$ cat config.mk
export PLATFORM = sky130hd
export DESIGN_NAME = wind_conditioner_flat
export DESIGN_NICKNAME = d
export VERILOG_FILES = /design/src/rtl/wind_pkg.sv /design/src/rtl/wind_conditioner_if.sv /design/src/rtl/sync2.sv /design/src/rtl/wind_conditioner.sv /design/src/flat_wrapper.sv
export SDC_FILE = /design/constraint.sdc
export NUM_CORES = 1
export LEC_CHECK = 0
export CAP_MARGIN = 10
export CORE_UTILIZATION = 55
export CTS_CLUSTER_DIAMETER = 120
export DETAILED_ROUTE_END_ITERATION = 6
export PLACE_DENSITY_LB_ADDON = 0.08
export SYNTH_ARGS = -nofsm -noshare
export SYNTH_HDL_FRONTEND = slang
export SYNTH_SLANG_ARGS = --single-unit
$ cat constraint.sdc
create_clock -name clk -period 4.2 [get_ports clk]
set_input_delay 0.63 -clock clk [delete_from_list [all_inputs] [get_ports clk]]
set_output_delay 0.63 -clock clk [all_outputs]
set_load 0.05 [all_outputs]
$ cat src/rtl/wind_pkg.sv
// Wind codes and conditioner state encoding, shared between the wind conditioner
// and the downstream runway-light FSM.
package wind_pkg;

    localparam logic [1:0] CALM    = 2'b00;
    localparam logic [1:0] RTL     = 2'b01;
    localparam logic [1:0] LTR     = 2'b10;
    localparam logic [1:0] ILLEGAL = 2'b11;

    typedef enum logic [1:0] {
        STABLE   = 2'd0,
        SETTLING = 2'd1,
        FAULT    = 2'd2
    } wc_state_t;

endpackage

$ cat src/rtl/wind_conditioner_if.sv
// Switch-side input and conditioned wind outputs of the wind conditioner.
// The master drives the raw switches; the slave (the conditioner) drives the rest.
interface wind_conditioner_if;

    logic [1:0] sw_raw;
    logic [1:0] w;
    logic       w_change;
    logic       illegal;

    modport master (output sw_raw, input w, w_change, illegal);
    modport slave  (input sw_raw, output w, w_change, illegal);

endinterface

$ cat src/rtl/sync2.sv
// Two-flop synchronizer for asynchronous inputs.
// Both stages clear to zero on synchronous reset.
module sync2 #(
    parameter int unsigned WIDTH = 2
) (
    input  logic             clk,
    input  logic             reset,
    input  logic [WIDTH-1:0] d_i,
    output logic [WIDTH-1:0] q_o
);

    logic [WIDTH-1:0] s1_q;
    logic [WIDTH-1:0] s2_q;

    always_ff @(posedge clk) begin
        if (reset) begin
            s1_q <= '0;
            s2_q <= '0;
        end else begin
            s1_q <= d_i;
            s2_q <= s1_q;
        end
    end

    assign q_o = s2_q;

endmodule

$ cat src/rtl/wind_conditioner.sv
// Conditions the raw wind switches into a debounced, always-legal wind code,
// with a fault flag for a settled 2'b11 and a one-cycle change strobe.
module wind_conditioner
    import wind_pkg::*;
#(
    parameter int unsigned DEBOUNCE_CYCLES = 4,
    parameter int unsigned CNT_W           = $clog2(DEBOUNCE_CYCLES + 1)
) (
    input  logic               clk,
    input  logic               reset,
    wind_conditioner_if.slave  bus
);

    localparam logic [CNT_W-1:0] CNT_LAST = CNT_W'(DEBOUNCE_CYCLES - 1);
    localparam logic [CNT_W-1:0] CNT_ONE  = CNT_W'(1);

    logic [1:0]       s2;
    wc_state_t        state_q;
    logic [1:0]       cand_q;
    logic [CNT_W-1:0] cnt_q;
    logic [1:0]       w_q;
    logic             w_change_q;
    logic             illegal_q;

    sync2 #(.WIDTH(2)) u_sync (
        .clk   (clk),
        .reset (reset),
        .d_i   (bus.sw_raw),
        .q_o   (s2)
    );

    // A change of the synced sample always restarts the count, even on what would be the commit edge.
    always_ff @(posedge clk) begin
        if (reset) begin
            state_q    <= STABLE;
            cand_q     <= CALM;
            cnt_q      <= '0;
            w_q        <= CALM;
            w_change_q <= 1'b0;
            illegal_q  <= 1'b0;
        end else begin
            w_change_q <= 1'b0;
            case (state_q)
                STABLE: begin
                    if (s2 != w_q) begin
                        state_q <= SETTLING;
                        cand_q  <= s2;
                        cnt_q   <= CNT_ONE;
                    end
                end
                SETTLING: begin
                    if (s2 != cand_q) begin
                        cand_q <= s2;
                        cnt_q  <= CNT_ONE;
                    end else if (cnt_q < CNT_LAST) begin
                        cnt_q <= cnt_q + CNT_ONE;
                    end else if (cand_q == ILLEGAL) begin
                        state_q   <= FAULT;
                        illegal_q <= 1'b1;
                    end else if (cand_q == w_q) begin
                        state_q <= STABLE;
                    end else begin
                        w_q        <= cand_q;
                        w_change_q <= 1'b1;
                        state_q    <= STABLE;
                    end
                end
                FAULT: begin
                    // Leaving via SETTLING lets a return to the pre-fault code pass without a strobe.
                    if (s2 != ILLEGAL) begin
                        state_q   <= SETTLING;
                        cand_q    <= s2;
                        cnt_q     <= CNT_ONE;
                        illegal_q <= 1'b0;
                    end
                end
                default: begin
                    state_q <= STABLE;
                end
            endcase
        end
    end

    assign bus.w        = w_q;
    assign bus.w_change = w_change_q;
    assign bus.illegal  = illegal_q;

endmodule

$ cat src/flat_wrapper.sv
// flat-port wrapper written by rule: the top's interface ports become plain ports
module wind_conditioner_flat import wind_pkg::*;
#(
    parameter int unsigned DEBOUNCE_CYCLES = 4,
    parameter int unsigned CNT_W           = $clog2(DEBOUNCE_CYCLES + 1)
)
  (clk, reset, bus_sw_raw, bus_w, bus_w_change, bus_illegal);
  wind_conditioner_if bus_i ();
  input  logic clk;
  input  logic reset;
  input wire logic [$bits(bus_i.sw_raw)-1:0] bus_sw_raw;
  output wire logic [$bits(bus_i.w)-1:0] bus_w;
  output wire logic [$bits(bus_i.w_change)-1:0] bus_w_change;
  output wire logic [$bits(bus_i.illegal)-1:0] bus_illegal;
  assign bus_i.sw_raw = bus_sw_raw;
  assign bus_w = bus_i.w;
  assign bus_w_change = bus_i.w_change;
  assign bus_illegal = bus_i.illegal;
  wind_conditioner #(.DEBOUNCE_CYCLES(DEBOUNCE_CYCLES), .CNT_W(CNT_W)) u_core (.clk(clk), .reset(reset), .bus(bus_i));
endmodule
==> flow_summary.ini <==
[outcome]
status = completed

[die]
fp.dieW_um = 38.33
die_area_mm2 = 0.001469
start_util_pct = 61.97
core.rowCount = 12
die_y_um = 38.33
io_pins = 8
core-area_mm2 = 0.001171

[pwr]
power_density_mw_per_mm2 = 339.9
seq_power_share_pct = 55.9
clkPwrFrac_pct = 29.7
ir_worst_vdd_mv = 0.2464
p_int_w = 0.0002028
p_leak_nw = 0.3194
comb_power_share_pct = 14.3
switchingPower_w = 0.00007784
sw_frac_of_total_pct = 27.73

[clock_network]
path_clk_slew_ns = 0.09
cts.sinks = 15
numCtsBuffers = 3
cts_tree = built
h-tree-depth = 1
postCtsSetupRepairBufs = 0
cts_max_path_buffers = 2
clock_latency_ns = 0.29
cts-root-buf = clkbuf_4
cts_resized = 0
cts_hold_buf = 0

[synth]
synth_edf_count = 0
yosysTopAreaCell = dfxtp_1
synth_top_area_share_pct = 41.38
synth_area_per_cell_um2 = 9.186
synthMostInstantiatedCell = dfxtp_1
ys_warn_count = 0
ys_async_sr_fraction_pct = 0
ys_ff_latch = 15
syn_nets = 84
yosys-top-cells-area = dfxtp_1 41%, a21oi_1 4.1%, a211oi_1 4.1%, nor2b_1 3.4%, or3_1 3.4%
synthFlopType = dfxtp_1
yosysSeqAreaShare_pct = 41.38
syn_area_um2 = 725.7
synth_cells = 79
yosysUniqueCellTypes = 33
synth_commonest_cells = 15 x dfxtp_1, 6 x a21oi_1, 5 x inv_1

[global_route]
antenna_found_initial = 0
globalRouteOverflowTotal = 0
grt_pass1_vias = 599
grt_max_degree = 15
grt_first_pass_wirelength_um = 2442
track_usage_pct = 25.40

[critical_path]
rr_worst_depth = 4
crit_required_ns = 3.57
cp-endpoint = bus_w[0]
max_stage_delay_ns = 0.85
worstSetupPathType = flip-flop to primary output
r2r-start = u_core.u_sync.q_o[0]
worst-endpoint-arrival_ns = 1.61
crit_start = u_core.bus.w[0]
crit_buf_inv = 1
r2r_slack_ns = 2.63
start_kind = flip-flop
cp_cell_sequence = clkdlybuf4s50_1
cp.depth = 1
crit_fanout = 7
worstReg2RegEnd = u_core.state_q[1]
crit_path_top_delay_cell = clkdlybuf4s50_1
critPathTopFamily = buffers and inverters
end_kind = primary output

[sta]
maxSlewHeadroom_pct = 61.63
fin_worst_skew_ns = 0.004348
fmax_mhz = 446.4
period_share_pct = 53.34
rsz0062_at_grt = no
finalSetupTns_ns = 0
period_needed_ns = 2.240
finalMaxSlewViolations = 0
setup_viol = 0
worstMarginPinSlew_ns = 0.5703
hold_viol = 0

[route]
ant_nets = 0
met1_length_um = 700
vias = 609
dr.first_iter.drc_count = 9
dr.pass1.iters = 4
wl_um = 1419
wl_per_cell_um = 13.91
wl_met3_um = 44
post-route-drc-count = 0
wl_met2_um = 624
top_layer_used = met4
post_drt_via_cell_ratio = 5.971

[placed_design]
place_inst = 98
io_buffers = 7
dp.final_hpwl_um = 1034
gp_congestion = 0.7689
post_dp_cell_area_um2 = 798.3

[finish]
areaGrowthSynthToFinish_pct = 13.79
instances_no_fill = 102
final_area_um2 = 825.8
nNetsFinal = 94
diodes = 0
drive_gt1_share_pct = 10.23

[min_path]
min_path_type = flip-flop to flip-flop

[run]
maxCapViolCount = 0
through the flow:
| stage | setup slack, ns | total power [W] | hold WS (ns) | util, % |
|---|---|---|---|---|
| global placement | 2.299 | 0.0001981 | 0.4201 | 68.16 |
| CTS | 1.950 | 0.0002823 | 0.4585 | 70.51 |
| global route | 1.864 | 0.0002988 | 0.4661 | 70.51 |
| detailed placement | 2.279 | 0.0001994 | 0.4383 | 68.16 |
| finish | 1.960 | 0.0002807 | 0.4531 | 70.51 |
| floorplan | 2.527 | 0.0001899 | 0.4138 | - |
how the worst min path moves through the flow:
stage | startpoint | cells past startpoint | to | slack [ns]
6_report | u_core.u_sync.s1_q[1] | 1 | u_core.u_sync.q_o[1] | 0.45
5_1_grt | u_core.u_sync.s1_q[1] | 1 | u_core.u_sync.q_o[1] | 0.47
4_1_cts | u_core.u_sync.s1_q[1] | 1 | u_core.u_sync.q_o[1] | 0.46
3_5_place_dp | u_core.u_sync.s1_q[1] | 1 | u_core.u_sync.q_o[1] | 0.44
3_3_place_gp | u_core.u_sync.s1_q[0] | 1 | u_core.u_sync.q_o[0] | 0.42
2_1_floorplan | u_core.u_sync.s1_q[0] | 1 | u_core.u_sync.q_o[0] | 0.41
metal layers:
metal | GRT usage [%] | vias to the layer above
met3 | 6.977 | 7
met5 | 0 | -
met1 | 29.39 | 279
li1 | - | 307
met2 | 36.86 | 16
met4 | 24.11 | 0
layout make-up:
type	count	area (um^2)
Clock inverter	1	5.005
Clock buffer	3	22.52
Timing Repair Buffer	7	70.07
Sequential cell	15	300.3
Inverter	5	18.77
Fill cell	98	345.3
Tap cell	14	17.52
Multi-Input combinational cell	57	391.6
registers in the layout (all words and copies together), names as in the netlist:
register / flops
u_core.cnt_q: 3
u_core.bus.w: 2
u_core.cand_q: 2
u_core.state_q: 2
u_core.u_sync.q_o: 2
u_core.u_sync.s1_q: 2
u_core.bus.illegal: 1
u_core.bus.w_change: 1
cells by family (layout without fill, tap and decap cells):
family / Yosys count / after routing / synth area share (%)
buf+inv: 7 / 16 / 4.655
flops: 15 / 15 / 41.38
compound gates: 22 / 22 / 21.55
simple gates: 29 / 29 / 24.48
xor+xnor: 4 / 4 / 4.828
fa+ha+maj: 1 / 1 / 1.724
mux: 1 / 1 / 1.379
power by group through the flow:
stage	Combinational (W)	Clock, W	Sequential (W)
4_1_cts	0.0000398	0.0000858	0.000157
2_1_floorplan	0.0000334	0	0.000157
6_report	0.0000402	0.0000834	0.000157
3_3_place_gp	0.0000380	0	0.000160
5_1_grt	0.0000447	0.0000962	0.000158
3_5_place_dp	0.0000394	0	0.000160
cell usage in the layout (no fill, tap or decap), types with 2 or more instances in the layout:
cell type | synthesis | layout
o21ai_0 | 2 | 2
a21o_1 | 3 | 3
nand2_1 | 4 | 4
clkbuf_4 | 0 | 3
clkdlybuf4s50_1 | 0 | 7
nor2b_1 | 4 | 4
nand3b_1 | 2 | 2
nor3_1 | 3 | 3
or3_1 | 4 | 4
dfxtp_1 | 15 | 15
xor2_1 | 2 | 2
xnor2_1 | 2 | 2
a211oi_1 | 4 | 4
inv_1 | 5 | 5
nor2_1 | 4 | 4
a21oi_1 | 6 | 6
No activity file was read; power rests on OpenSTA's default activity.
